$ cat src/rtl/chip8_pkg.sv
// Shared keypad types: key count, scan FSM states and the event record
// exchanged between the scanner and its event FIFO.
package chip8_pkg;

  localparam int KEY_COUNT = 16;

  typedef enum logic {
    SCAN_SETTLE = 1'b0,
    SCAN_EVAL   = 1'b1
  } scan_state_t;

  typedef struct packed {
    logic       press;
    logic [3:0] code;
  } key_event_t;

endpackage

$ cat src/rtl/key_event_fifo.sv
// Four-entry in-order key event FIFO with valid/ready pop; a push while full
// is accepted only when a pop frees a slot on the same edge.
module key_event_fifo
  import chip8_pkg::*;
(
  input  logic       clk,
  input  logic       reset,
  input  logic       push,
  input  logic [4:0] push_data,
  input  logic       pop_ready,
  output logic [4:0] pop_data,
  output logic       full,
  output logic       empty
);

  logic [4:0] mem [4];
  logic [1:0] wr_ptr;
  logic [1:0] rd_ptr;
  logic [2:0] count;
  logic       do_push;
  logic       do_pop;

  assign empty    = (count == 3'd0);
  assign full     = (count == 3'd4);
  assign do_pop   = pop_ready && !empty;
  assign do_push  = push && (!full || do_pop);
  assign pop_data = mem[rd_ptr];

  always_ff @(posedge clk) begin
    if (do_push) mem[wr_ptr] <= push_data;
  end

  always_ff @(posedge clk) begin
    if (reset) begin
      wr_ptr <= '0;
      rd_ptr <= '0;
      count  <= '0;
    end else begin
      if (do_push) wr_ptr <= wr_ptr + 2'd1;
      if (do_pop)  rd_ptr <= rd_ptr + 2'd1;
      case ({do_push, do_pop})
        2'b10:   count <= count + 3'd1;
        2'b01:   count <= count - 3'd1;
        default: count <= count;
      endcase
    end
  end

endmodule

$ cat src/rtl/keypad_scanner.sv
// 4x4 keypad row scanner with per-key debounce and a small press/release
// event FIFO. Each row: SETTLE_CYCLES of settling, then 4 EVAL cycles.
//
// state       | meaning
// SCAN_SETTLE | current row driven low, waiting for columns to settle
// SCAN_EVAL   | one column of the latched sample debounced per cycle
module keypad_scanner
  import chip8_pkg::*;
#(
  parameter int SETTLE_CYCLES  = 256,
  parameter int DEBOUNCE_SCANS = 4
) (
  input  logic        clk,
  input  logic        reset,
  output logic [3:0]  row_n,
  input  logic [3:0]  col_n,
  output logic [15:0] keypad_matrix,
  output logic        ev_valid,
  input  logic        ev_ready,
  output logic [3:0]  ev_code,
  output logic        ev_press,
  output logic        ev_overflow
);

  localparam logic [11:0] SETTLE_LAST = 12'(SETTLE_CYCLES - 1);
  localparam logic [3:0]  DEB_LAST    = 4'(DEBOUNCE_SCANS - 1);

  scan_state_t state;
  logic [1:0]  row;
  logic [1:0]  row_next;
  logic [11:0] settle_cnt;
  logic [1:0]  col_idx;
  logic [3:0]  col_s1;
  logic [3:0]  col_s2;
  logic [3:0]  col_sample;
  logic [3:0]  deb_cnt [KEY_COUNT];

  logic [3:0]  eval_key;
  logic        eval_sample;
  logic        eval_stable;
  logic        eval_flip;
  logic        push;
  key_event_t  push_ev;
  key_event_t  head_ev;
  logic        fifo_full;
  logic        fifo_empty;

  always_comb begin
    row_next    = row + 2'd1;
    eval_key    = {row, col_idx};
    eval_sample = ~col_sample[col_idx];
    eval_stable = keypad_matrix[eval_key];
    eval_flip   = (state == SCAN_EVAL) && (eval_sample != eval_stable) &&
                  (deb_cnt[eval_key] == DEB_LAST);
    // Reset suppresses the push so an aborted EVAL leaves no stray event.
    push          = eval_flip && !reset;
    push_ev.press = eval_sample;
    push_ev.code  = eval_key;
  end

  always_ff @(posedge clk) begin
    if (reset) begin
      state         <= SCAN_SETTLE;
      row           <= 2'd0;
      row_n         <= 4'b1110;
      settle_cnt    <= '0;
      col_idx       <= 2'd0;
      col_s1        <= 4'hF;
      col_s2        <= 4'hF;
      col_sample    <= 4'hF;
      keypad_matrix <= '0;
      ev_overflow   <= 1'b0;
      for (int k = 0; k < KEY_COUNT; k++) deb_cnt[k] <= '0;
    end else begin
      col_s1 <= col_n;
      col_s2 <= col_s1;
      case (state)
        SCAN_SETTLE: begin
          if (settle_cnt == SETTLE_LAST) begin
            col_sample <= col_s2;
            settle_cnt <= '0;
            col_idx    <= 2'd0;
            state      <= SCAN_EVAL;
          end else begin
            settle_cnt <= settle_cnt + 12'd1;
          end
        end
        SCAN_EVAL: begin
          if (eval_sample == eval_stable) begin
            deb_cnt[eval_key] <= '0;
          end else if (eval_flip) begin
            keypad_matrix[eval_key] <= eval_sample;
            deb_cnt[eval_key]       <= '0;
          end else begin
            deb_cnt[eval_key] <= deb_cnt[eval_key] + 4'd1;
          end
          if (col_idx == 2'd3) begin
            row   <= row_next;
            row_n <= ~(4'b0001 << row_next);
            state <= SCAN_SETTLE;
          end else begin
            col_idx <= col_idx + 2'd1;
          end
        end
        default: state <= SCAN_SETTLE;
      endcase
      // Full FIFO implies non-empty, so a pop happens exactly when ev_ready.
      if (push && fifo_full && !ev_ready) ev_overflow <= 1'b1;
    end
  end

  key_event_fifo u_fifo (
    .clk       (clk),
    .reset     (reset),
    .push      (push),
    .push_data (push_ev),
    .pop_ready (ev_ready),
    .pop_data  (head_ev),
    .full      (fifo_full),
    .empty     (fifo_empty)
  );

  assign ev_valid = !fifo_empty;
  assign ev_code  = head_ev.code;
  assign ev_press = head_ev.press;

endmodule

$ cat config.mk
export PLATFORM = sky130hd
export DESIGN_NAME = keypad_scanner
export DESIGN_NICKNAME = d
export VERILOG_FILES = /design/src/rtl/chip8_pkg.sv /design/src/rtl/key_event_fifo.sv /design/src/rtl/keypad_scanner.sv
export SDC_FILE = /design/constraint.sdc
export NUM_CORES = 1
export LEC_CHECK = 0
export ABC_AREA = 1
export CORE_MARGIN = 4
export CORE_UTILIZATION = 60
export CTS_CLUSTER_SIZE = 8
export DETAILED_ROUTE_END_ITERATION = 8
export HOLD_SLACK_MARGIN = 0.05
export MAX_ROUTING_LAYER = met4
export PLACE_DENSITY = 0.9
export SLEW_MARGIN = 0
export SYNTH_ARGS = -nofsm -noshare
export SYNTH_HDL_FRONTEND = slang
export SYNTH_SLANG_ARGS = --single-unit
$ cat constraint.sdc
create_clock -name clk -period 4.55 [get_ports clk]
set_clock_uncertainty 0.05 [all_clocks]
set_input_delay 0.455 -clock clk [delete_from_list [all_inputs] [get_ports clk]]
set_output_delay 0.455 -clock clk [all_outputs]
set_load 0.02 [all_outputs]
### Word level (Yosys, flattened, before mapping)

Memory sizes are Yosys's and may differ from the RTL's. A register that Yosys moved wholly into a read port is not among the register bits.
Index checks and enable logic that the tools add are counted.
W data, S select, Z words.

* memory bits (writable): 84
* bits in registers: 57
* input port bits: 7
* output and inout port bits: 27
* memories: 2

* bitwise logic cells: 6
* add/sub/neg operators: 8
* multiplexer cells: 40
* order comparisons: 3
* equality and inequality tests: 10
* shifts and indexed selects: 1
* reductions and logical operators: 20

Memory list
* deb_cnt: words 16, width 4, rd ports 1, clocked after memory_dff 0, wr ports 16, RTL line keypad_scanner.sv:36 `logic [3:0] deb_cnt [KEY_COUNT];`
* u_fifo.mem: words 4, width 5, rd ports 1, clocked after memory_dff 1, wr ports 1, RTL line key_event_fifo.sv:16 `logic [4:0] mem [4];`

Operators with widths (count)
* $mux W1: 24
* $bwmux W16: 1
* $mux W4: 4
* $add A12 B1 Y12 const B: 1
* $eq A12 B8 Y1 const B: 1
* $mux W12: 1
* $add A2 B1 Y2 const B: 4
* $logic_and A1 B1 Y1: 8
* $mux W2: 4
* $pmux W3 S2: 1
* $reduce_and A2 Y1: 3
* $lt A4 B5 Y1 const B: 1
* $add A4 B1 Y4 const B: 1
* $bmux W1 S4: 1
* $demux W1 S4: 1
* $eq A2 B2 Y1 const B: 2
* $eq A4 B2 Y1 const B: 1
* $ge A4 B1 Y1 const B: 1
* $logic_not A1 Y1: 4
* $ne A2 B2 Y1 const B: 2
* $not A4 Y4: 1
* $pmux W2 S2: 1
* $reduce_or A4 Y1: 1
* $shl A1 B2 Y4 const A: 1
* 15 further kinds: 18

### Longest topological paths before layout

Gate-level depths: netlist of the first run.

* depth in word-level cells: 15
* mapped depth: 22

### Hierarchy

Synthesis of the first run repeated with hierarchy kept, for this count alone.

* cells, all modules: 765
* area, all modules: 6737.7 um^2

Modules (own cells, without submodules)
* keypad_scanner: times used 1, area each 5511.5 um^2, cells an instance 653, seq. area each 2922.8 um^2
* key_event_fifo: times used 1, area each 1226.2 um^2, cells an instance 112, seq. area each 780.7 um^2

### Least setup slack after synthesis of the first run

OpenSTA, ideal clock, no wires.

* path type: register to register
* from: reg col_idx[0]
* to: reg u_fifo.count[2]
* period minus slack after synthesis: 2866 ps
* library setup time: 115 ps
* cell stages (with the launch flop): 20
* path slack: 1684 ps
* arrival: 2701 ps
* cells stage by stage: dfxtp_1 > buf_6 > buf_2 > nor2_1 > o211ai_1 > nand3_1 > nand2_2 > ha_1 > inv_1 > nor2_8 > nand2_8 > inv_1 > nand2_1 > nand2_1 > inv_1 > fa_1 > inv_1 > nand3_1 > a21oi_1 > nor2_1

* longest elaborated chain between the ends: 10

RTL lines
* start: declaration: RTL line keypad_scanner.sv:32 `logic [1:0] col_idx;`
* start signal: assignment: RTL line keypad_scanner.sv:102 `col_idx <= col_idx + 2'd1;`
* branches (longest 5 deep; another with $mem_v2 Z16 W4)
* $logic_and A1 B1 Y1 *: RTL line keypad_scanner.sv:53 `eval_flip = (state == SCAN_EVAL) && (eval_sample != eval_stable) &&`
* $logic_and A1 B1 Y1 *: RTL line keypad_scanner.sv:56 `push = eval_flip && !reset;`
* $logic_and A1 B1 Y1 *: RTL line key_event_fifo.sv:26 `assign do_push = push && (!full || do_pop);`
* $eq A2 B1 Y1 or $eq A2 B2 Y1 (tied branches): RTL line key_event_fifo.sv:41 `case ({do_push, do_pop})`
* $pmux W3 S2 or $reduce_bool A2 Y1 (tied branches)
* end signal: assignment: RTL line key_event_fifo.sv:42 `2'b10: count <= count + 3'd1;`
* end signal: assignment: RTL line key_event_fifo.sv:43 `2'b01: count <= count - 3'd1;`
* end signal: assignment: RTL line key_event_fifo.sv:44 `default: count <= count;`
* end: declaration: RTL line key_event_fifo.sv:19 `logic [2:0] count;`

Every way passes the cells marked *. The select of a mux whose other input is x is not followed.
A chain may end at the register's enable or synchronous reset.

### Worst setup path after layout of the first run

* from: reg col_idx[1]
* to: reg u_fifo.count[2]

Same word-level chain as after synthesis.

==> reports/results.ini, run 1 <==
[routing]
dr_total_vias = 5556
post_detailed_route_wirelength_per_cell_microns = 18.29
remaining_drc_errors = 0
route.final.wire_length_microns = 16920
drt_iter0_markers = 901
drt-pass1-iter-count = 5
ant_nets = 0
detail_route.vias_per_cell = 6.006

[synth]
post_synth_instance_area_sq_um = 6922
yosysTopAreaCell = sky130_fd_sc_hd__edfxtp_1
synthesis.instances = 750
synthDominantCellAreaShare = 0.3644
synth_area_per_inst_sq_um = 9.229
post_synthesis_register_bit_count = 143
synth.distinct_cells = 50
ys.warnings.count = 0
yosysSeqAreaShare = 0.5351
top_cells_by_area_synth = sky130_fd_sc_hd__edfxtp_1 (36%), sky130_fd_sc_hd__dfxtp_1 (17%), sky130_fd_sc_hd__nor2_1 (7.0%), sky130_fd_sc_hd__nand2_1 (6.1%), sky130_fd_sc_hd__nand3_1 (3.5%)
synth_fp_nets = 774

[worst_setup_path]
crit_path_end_kind = register
crit_path_top_delay_cell = sky130_fd_sc_hd__dfxtp_1
cp.required_ns = 4.81
timing.critical_path.arrival_ns = 3.98
critPathMaxStageDelay_ns = 0.84
setup_crit_start_kind = register
crit_fanout = 28
critPathTopFamily = simple AND/OR/NAND/NOR gates
timing_worst_setup_path_type = register to register
worstPathBufferInverterCount = 5
crit_path_cell_trace = inv_4 > nor2_1 > o21ai_1 > o211ai_1 > nand3_1 > nand2_2 > ha_1 > inv_1 > nor2_8 > nand2_8 > inv_1 > nand2_1 > nand2_1 > inv_1 > fa_1 > inv_1 > nand3_1 > a21oi_1 > nor2_1
path_common_cell = sky130_fd_sc_hd__inv_1

[clocking]
htree_num_levels = 4
clockBufferDepth = 2
cts_made_buffers = 17
clkSlewWorstSetupHoldPaths_ns = 0.06
cts_root_buf = sky130_fd_sc_hd__clkbuf_16
cts_post_setup_buffers_inserted = 0
cts-resized-gates = 0
clk_latency_worst_skew_pair_ns = 0.42
cts_tree = built
cts_hold_buffers = 0
clkSinkCount = 143

[floorplanning]
floorplan.core_area_sq_um = 11080
chipHeight_microns = 115.4
dieWidth_microns = 115.4
initial_core_util = 0.6248
floorplan.io_pins = 34
fp-row-count = 38
die_area_sq_um = 13320

[power]
peakVddDrop_v = 0.0002793
power_switching_uw = 654.7
internal-power_mw = 2.324
seq_power_share = 0.476
switching_share_of_power = 0.2198
pwr-share-comb = 0.053
power_density_nw_per_um2 = 381.5
clock_power_share = 0.471
total_leakage_power_nw = 2.879

[grt]
gr_util_all_layers = 0.2732
grt_max_degree = 53
grt_first_pass_wirelength_microns = 27150
grt_antenna_before_repair = 0
grt_pass1_vias = 5518
grt_overflow_total = 0

[placement]
place_area_sq_um = 7198
buffer_ports.inserted = 33
gp_congestion = 0.8923
hpwlAfterDp_microns = 10950

[final_layout]
post_layout_utilization_of_the_core = 0.7049
layout.nets = 796
area_growth_syn_to_layout_pct = 12.82
final_design_area_no_fill_sq_um = 7809
antenna-diode-count = 0
share_of_post_route_cells_with_drive_strength_above_1 = 0.1146

[sta]
setup_violations = 0
ratio_of_final_minimum_period_to_clock_period = 0.8169
setup-tns-final_ns = 0
slew_violations = 0
max_clock_freq_mhz = 269.0
rsz0062_at_grt = no
max-slew-margin-rel = 0.4635
worst_slew_pin_tran_ns = 0.8036
final_critical_path_time_including_i_o_delays_and_setup_ns = 3.717
final_hold_viol_count = 0

[outcome]
outcome = complete, no violations

[job]
drv.max_cap_violation_count = 0

[worst_hold_path]
hp-class = register to register

==> sequential cells by signal, summed over array words and instances, names as in the netlist, named ones only <==
signal         flops
deb_cnt           64
row                2
ev_overflow        1
u_fifo.mem        20
u_fifo.count       3
col_sample         4
u_fifo.rd_ptr      2
u_fifo.wr_ptr      2
col_s1             4
row_n              4
keypad_matrix     16
col_idx            2
col_s2             4
state              1
settle_cnt        12
==> worst register-to-register path, cell delays in order (launching register included) <==
cell,delay [ns]
sky130_fd_sc_hd__dfxtp_1,0.84
sky130_fd_sc_hd__inv_4,0.29
sky130_fd_sc_hd__nor2_1,0.17
sky130_fd_sc_hd__o21ai_1,0.07
sky130_fd_sc_hd__o211ai_1,0.11
sky130_fd_sc_hd__nand3_1,0.19
sky130_fd_sc_hd__nand2_2,0.14
sky130_fd_sc_hd__ha_1,0.16
sky130_fd_sc_hd__inv_1,0.09
sky130_fd_sc_hd__nor2_8,0.17
sky130_fd_sc_hd__nand2_8,0.14
sky130_fd_sc_hd__inv_1,0.10
sky130_fd_sc_hd__nand2_1,0.08
sky130_fd_sc_hd__nand2_1,0.13
sky130_fd_sc_hd__inv_1,0.07
sky130_fd_sc_hd__fa_1,0.40
sky130_fd_sc_hd__inv_1,0.08
sky130_fd_sc_hd__nand3_1,0.11
sky130_fd_sc_hd__a21oi_1,0.17
sky130_fd_sc_hd__nor2_1,0.06
==> final cells by class <==
class                   count  area [sq um]
clock buffers              26         574.3
well taps                 140         175.2
flip-flops and latches    143          3704
repair buffers             39         375.4
fillers                   751          3269
multi-input cells         499          2666
inverters                  72         277.8
clock inverters             6         36.28
==> cells in the mapped netlist (all sizes together) <==
cell type and count:
o21ai 55, o22ai 6, a21oi 31, buf 25
edfxtp 84, o221ai 5, nor3 28, nor2 142
inv 69, xor2 3, nand4 6, nand3 56
nor3b 1, nand2 118, a32oi 1, fa 1
xnor2 3, clkbuf 11, or2 10, ha 16
clkinv 3, dfxtp 59, nor4 9, a31oi 3
o211ai 5
==> routing by layer <==
metal  track usage  part of all wire  vias up  wire (microns)
met3       0.06421             0.094       64            1594
met2        0.4444              0.50      348            8396
met4        0.1197             0.030        0             508
met1        0.3244              0.38     2584            6417
met5             -                 0        -               0
li1              -                 -     2560               -
==> cells in the final DEF (no fill, tap or decap), types with 10 or more instances in the layout <==
| cell | n |
|---|---|
| sky130_fd_sc_hd__inv_1 | 64 |
| sky130_fd_sc_hd__nand2_1 | 112 |
| sky130_fd_sc_hd__a21oi_1 | 31 |
| sky130_fd_sc_hd__ha_1 | 16 |
| sky130_fd_sc_hd__nor2_1 | 129 |
| sky130_fd_sc_hd__nor3_2 | 10 |
| sky130_fd_sc_hd__nor3_1 | 18 |
| sky130_fd_sc_hd__clkdlybuf4s50_1 | 33 |
| sky130_fd_sc_hd__o21ai_0 | 47 |
| sky130_fd_sc_hd__nor2_2 | 10 |
| sky130_fd_sc_hd__clkbuf_16 | 21 |
| sky130_fd_sc_hd__dfxtp_1 | 59 |
| sky130_fd_sc_hd__edfxtp_1 | 84 |
| sky130_fd_sc_hd__nand3_1 | 49 |
==> cells by family (layout without fill, tap and decap cells) <==
kind of cell | Yosys count | count (layout) | synth area share
AOI/OAI and AO/OA | 106 | 106 | 0.08659
xor gates and xnor gates | 6 | 6 | 0.008679
adders and majority gates | 17 | 17 | 0.03181
buffers and inverters | 108 | 143 | 0.07972
DFF | 143 | 143 | 0.5351
and+or+nand+nor | 370 | 370 | 0.2581
==> power by group through the flow <==
| stage | logic [mW] | registers, mW | clock network [mW] |
|---|---|---|---|
| detailed placement | 0.154 | 1.44 | 0 |
| floorplan | 0.107 | 1.43 | 0 |
| global placement | 0.148 | 1.44 | 0 |
| global route | 0.172 | 1.42 | 1.47 |
| CTS | 0.158 | 1.42 | 1.40 |
| finish | 0.159 | 1.42 | 1.40 |
==> worst paths after layout <==
kind                                         startpoint                            to  slack, ns  cells past startpoint
worst min-delay path               col_s1[1]$_SDFF_PP1_          col_s2[1]$_SDFF_PP1_       0.36                      1
worst max register to register  col_idx[1]$_SDFFE_PP0P_  u_fifo.count[2]$_SDFFE_PP0P_       0.83                     19
worst min register to register     col_s1[1]$_SDFF_PP1_          col_s2[1]$_SDFF_PP1_       0.36                      1
worst max-delay path            col_idx[1]$_SDFFE_PP0P_  u_fifo.count[2]$_SDFFE_PP0P_       0.83                     19
==> metrics by stage <==
step | hold slack, ns | std cells | worst slack (ns) | power (mW)
3_5_place_dp | 0.3489 | 893 | 1.028 | 1.597
3_3_place_gp | 0.3492 | 893 | 1.191 | 1.589
5_1_grt | 0.3767 | 925 | 0.5941 | 3.059
6_report | 0.3582 | 925 | 0.8331 | 2.979
4_1_cts | 0.3624 | 925 | 0.9225 | 2.972
2_1_floorplan | 0.3395 | 750 | 1.684 | 1.540
Note: power is estimated with default switching activity, not from simulation.
==> run 2, diff against run 1 <==
--- a/config.mk
+++ b/config.mk
@@ -7,12 +7,12 @@
 export LEC_CHECK = 0
 export ABC_AREA = 1
 export CORE_MARGIN = 4
-export CORE_UTILIZATION = 60
+export CORE_UTILIZATION = 54
 export CTS_CLUSTER_SIZE = 8
 export DETAILED_ROUTE_END_ITERATION = 8
 export HOLD_SLACK_MARGIN = 0.05
 export MAX_ROUTING_LAYER = met4
-export PLACE_DENSITY = 0.9
+export PLACE_DENSITY = 0.87
 export SLEW_MARGIN = 0
 export SYNTH_ARGS = -nofsm -noshare
 export SYNTH_HDL_FRONTEND = slang
==> constraint.sdc (replaced) <==
create_clock -name clk -period 3.4 [get_ports clk]
set_clock_uncertainty 0.05 [all_clocks]
set_input_delay 0.34 -clock clk [delete_from_list [all_inputs] [get_ports clk]]
set_output_delay 0.34 -clock clk [all_outputs]
set_load 0.02 [all_outputs]
==> run 2 against run 1 <==
  * Worst hold slack lost 0.0013 ns
  * Utilization decreased by 7.3 points
  * Critical endpoint unchanged
  * First-iteration DRC count is 11% lower
  * Die area grew 10%
  * Cell count rose by 4.4%
  * Highest routed layer unchanged
  * Critical path depth unchanged
  * Count of clock-buffer cells in the layout fell by 6
  * Final area up 1.7%
==> reports/results.ini, run 2 (synthesis results as in run 1) <==
[sta]
final_hold_viol_count = 0
max_clock_freq_mhz = 318.6
slew_violations = 0
fin_ws_ns = 0.2609
max-slew-margin-rel = 0.5748
setup_violations = 0
final_critical_path_time_including_i_o_delays_and_setup_ns = 3.139
setup-tns-final_ns = 0
ratio_of_final_minimum_period_to_clock_period = 0.9233
rsz0062_at_grt = no
worst_slew_pin_tran_ns = 0.6348

[grt]
grt_use_met2 = 0.3908
globalRoute.busiestLayer = met2
globalRouteMet3Util = 0.05548
grt_overflow_total = 0
grt_antenna_before_repair = 0
gr_util_all_layers = 0.2399
grt_max_degree = 29
grt_first_pass_wirelength_microns = 26650
grt_pass1_vias = 5295
global_route.usage.met1 = 0.2837

[worst_setup_path]
crit_fanout = 19
cp.required_ns = 3.67
timing.critical_path.arrival_ns = 3.40
critPathMaxStageDelay_ns = 0.40
timing_worst_setup_path_type = register to register
crit_path_top_delay_cell = sky130_fd_sc_hd__dfxtp_4
path_common_cell = sky130_fd_sc_hd__inv_1
setup_crit_start_kind = register
setup.reg_to_reg.worst_slack_ns = 0.26
crit_path_cell_trace = clkinv_4 > buf_4 > o21ai_0 > o221ai_1 > nand3_1 > nand2_1 > ha_1 > inv_1 > nor2_8 > nand2_8 > inv_1 > nand2_1 > nand2_1 > inv_1 > fa_1 > inv_1 > nand3_1 > a21oi_1 > nor2_1
crit_path_end_kind = register

[final_layout]
final-seq-area_sq_um = 3707
share_of_post_route_cells_with_drive_strength_above_1 = 0.1222
layout_top_registers = deb_cnt: 64 flops, u_fifo.mem: 20 flops, keypad_matrix: 16 flops
commonest_non_fill_non_tap_cell_in_the_layout = sky130_fd_sc_hd__nor2_1
antenna-diode-count = 0
mostFrequentLayoutCells = sky130_fd_sc_hd__nor2_1 (129), sky130_fd_sc_hd__nand2_1 (112), sky130_fd_sc_hd__edfxtp_1 (84), sky130_fd_sc_hd__inv_1 (64), sky130_fd_sc_hd__dfxtp_1 (58)
nFillCells = 920
layout.nets = 805
multi_input_area_sq_um = 2666
area_growth_syn_to_layout_pct = 14.77
largest_register = deb_cnt
largest_register_ff_count = 64

[clocking]
clk_latency_worst_skew_pair_ns = 0.42
cts_tree = built
cts_hold_buffers = 0
cts_root_buf = sky130_fd_sc_hd__clkbuf_16
cts_made_buffers = 17
htree_num_levels = 4
cts-resized-gates = 0
clockBufferDepth = 2
cts_post_setup_buffers_inserted = 0
clkSinkCount = 143
clkSlewWorstSetupHoldPaths_ns = 0.06

[floorplanning]
dieWidth_microns = 121.2
fp-row-count = 41
floorplan.core_area_sq_um = 12570
initial_core_util = 0.5507
chipHeight_microns = 121.2
floorplan.io_pins = 34
die_area_sq_um = 14690

[routing]
remaining_drc_errors = 0
post_detailed_route_wirelength_per_cell_microns = 17.18
detail_route.vias_per_cell = 5.753
drt-pass1-iter-count = 6
dr_total_vias = 5557
drt_iter0_markers = 804
ant_nets = 0
route.final.wire_length_microns = 16590

[power]
peakVddDrop_v = 0.0003425
power_density_nw_per_um2 = 505.0
total_leakage_power_nw = 2.913

[placement]
buffer_ports.inserted = 33
pre_cts_slack_ns = 0.1429
hpwlAfterDp_microns = 10860
gp_congestion = 0.9057

[outcome]
outcome = complete, no violations

[job]
drv.max_cap_violation_count = 0

[worst_hold_path]
hp-class = register to register

-- run 2: cell count changes in the layout (fill, tap and decap cells not counted), sizes merged --
| cell | before | now |
|---|---|---|
| clkinv | 7 | 10 |
| bufinv | 0 | 4 |
| clkinvlp | 0 | 3 |
| clkbuf | 26 | 20 |
| inv | 71 | 67 |
| buf | 6 | 15 |
-- run 2: per-stage QoR --
step	instances	power, mW	util	hold WS, ns	area [sq um]
5_1_grt	966	4.117	0.6321	0.3767	7944
3_3_place_gp	934	2.131	0.5833	0.3428	7331
6_report	966	4.011	0.6321	0.3569	7944
3_5_place_dp	934	2.138	0.5833	0.3436	7331
2_1_floorplan	750	2.061	-	0.3395	6922
4_1_cts	966	4.012	0.6315	0.3565	7936
-- run 2: layout make-up --
cell class | instances | share of cell area
repair buffers | 48 | 0.05891
inverters | 72 | 0.03544
flip-flops and latches | 143 | 0.4667
clock buffers | 20 | 0.05497
well taps | 172 | 0.02709
clock inverters | 12 | 0.02126
multi-input cells | 499 | 0.3356
-- run 2: worst max-delay path, delay by kind of cell (launching register included) --
kind	cells	cell delay, ns
AO/OA/AOI/OAI	3	0.46
adder cells (fa/ha/maj)	2	0.58
buffers and inverters	6	0.66
flip-flops	1	0.40
AND/OR/NAND/NOR	8	0.88
-- run 2: worst paths after layout --
check | cells after the start | end | from
worst max-delay path | 19 | u_fifo.count[2]$_SDFFE_PP0P_ | col_idx[1]$_SDFFE_PP0P_
worst min-delay path | 1 | col_s2[3]$_SDFF_PP1_ | col_s1[3]$_SDFF_PP1_
worst max register to register | 19 | u_fifo.count[2]$_SDFFE_PP0P_ | col_idx[1]$_SDFFE_PP0P_
worst min register to register | 1 | col_s2[3]$_SDFF_PP1_ | col_s1[3]$_SDFF_PP1_
-- run 2: where the power goes --
part	internal [mW]	switching, mW
combinational	0.0776	0.135
sequential	1.87	0.0249
clock	1.22	0.687
-- run 2: metal layers --
metal | share of wire | vias to the layer above
li1 | - | 2580
met1 | 0.40 | 2542
met2 | 0.48 | 364
met3 | 0.086 | 71
met4 | 0.037 | 0
met5 | 0 | -
==> variant: new RTL, config.mk and constraints of run 2 <==
The package constant `KEY_COUNT` goes from 16 to 8.
--- a/src/rtl/chip8_pkg.sv
+++ b/src/rtl/chip8_pkg.sv
@@ -4,3 +4,3 @@
 
-  localparam int KEY_COUNT = 16;
+  localparam int KEY_COUNT = 8;
 
Formal check against the unedited RTL: same outputs for any inputs over 10 cycles, from zero or initial values and one cycle with reset high; that may be too few to reach the edited logic, so the function may still have changed.
==> variant against run 2 <==
Cell area decreased by 29%; non-clock buffer count decreased by 5; die area decreased by 26%; wire length decreased by 36%; count of clock-buffer cells in the layout decreased by 9; largest power group is now registers; critical endpoint is now u_fifo.count[1]; setup slack got worse by 9.0 ps; sequential cell count decreased by 32; highest routed layer unchanged; via count decreased by 29%; area after synthesis decreased by 28%; power decreased by 37%; core utilization increased by 0.30 points.
==> variant: results (changes against run 2) <==
Pwr
  • Reg power frac: 58.5% (was 47.2%)
  • NetSw: 662 µW (was 847 µW)
  • Clock Power: 740 µW (was 1910 µW)
  • Leak: 0.00220 µW (was 0.00291 µW)
  • Max VDD drop: 0.229 mV (was 0.342 mV)

Logic synthesis
  • Most instantiated cells after synthesis: nand2_1 (133), nor2_1 (84), dfxtp_1 (59) (was nor2_1 (129), nand2_1 (112), edfxtp_1 (84))
  • Top post-synthesis cells by area: edfxtp_1 (31%), dfxtp_1 (24%), nand2_1 (10%) (was edfxtp_1 (36%), dfxtp_1 (17%), nor2_1 (7.0%))
  • Compound-Gate Fraction of Synth Area: 9.18% (was 8.66%)
  • Post-synth EDFFs: 52 (was 84)
  • Synthesis-stage register bit count: 111 (was 143)
  • Post-synth cell types: 36 (was 50)
  • Ys flop type: dfxtp_1 (was edfxtp_1)
  • Sequential area share after synthesis: 55.0% (was 53.5%)

Routing
  • DR WL met3: 503 µm (was 1420 µm)
  • M1 wire length: 4630 µm (was 6560 µm)
  • 1st-pass router iterations: 5 (was 6)
  • Via count: 3,970 (was 5,557)
  • Iter 0 DRT Violations: 197 (was 804)

Setup path
  • CP Max Fanout: 15 (was 19)
  • Crit-path max cell delay: 670 ps (was 400 ps)

Final layout
  • Share of cells above drive strength 1: 9.71% (was 12.2%)
  • Nets: 635 (was 805)
  • Top flop regs: deb_cnt: 32 flops, u_fifo.mem: 20 flops, keypad_matrix: 16 flops (was deb_cnt: 64 flops, u_fifo.mem: 20 flops, keypad_matrix: 16 flops)
  • Area grow syn2layout: 12.7% (was 14.8%)
  • # fillers: 734 (was 920)

Placed design
  • Post-Place Cells: 710 (was 934)
  • Pre-CTS WS: 323 ps (was 143 ps)
  • RD Place Congestion: 0.946 (was 0.906)

Global route
  • GRT met2 Usage: 34.3% (was 39.1%)
  • Met3 usage: 4.78% (was 5.55%)
  • Met1 Resource Use GR: 24.4% (was 28.4%)
  • First-pass GRT wire length: 18,000 µm (was 26,600 µm)

Outcome
  • Status: finished clean (unchanged)

Clocking
  • Clock Latency Late Sink: 380 ps (was 420 ps)
variant: cell count changes after synthesis, moves of 6 or more:
cell      delta
buf_2        -7
o21ai_1      -6
nor3_1      -12
buf_6        -6
nand2_1     +21
edfxtp_1    -32
nor2_1      -45
nor4_1       -8
nor3_2       -9
nand3_1     -18
inv_1       -21
variant: path summary, 6_finish.rpt:
path / startpoint / to / slack [ps] / cells after the start
hold / removal: col_s1[1] / col_s2[1] / 370 / 1
hold reg to reg: col_s1[1] / col_s2[1] / 370 / 1
setup / recovery: col_idx[1] / u_fifo.count[1] / 250 / 18
setup reg to reg: col_idx[1] / u_fifo.count[1] / 250 / 18
variant: final cells by class:
class                           instances  share of cell area, %
Sequential cell                       111                   48.8
Multi-Input combinational cell        397                   34.8
Timing Repair Buffer                   43                   7.21
Inverter                               51                   3.45
Clock buffer                           11                   2.69
Tap cell                              108                   2.40
Clock inverter                          5                  0.557
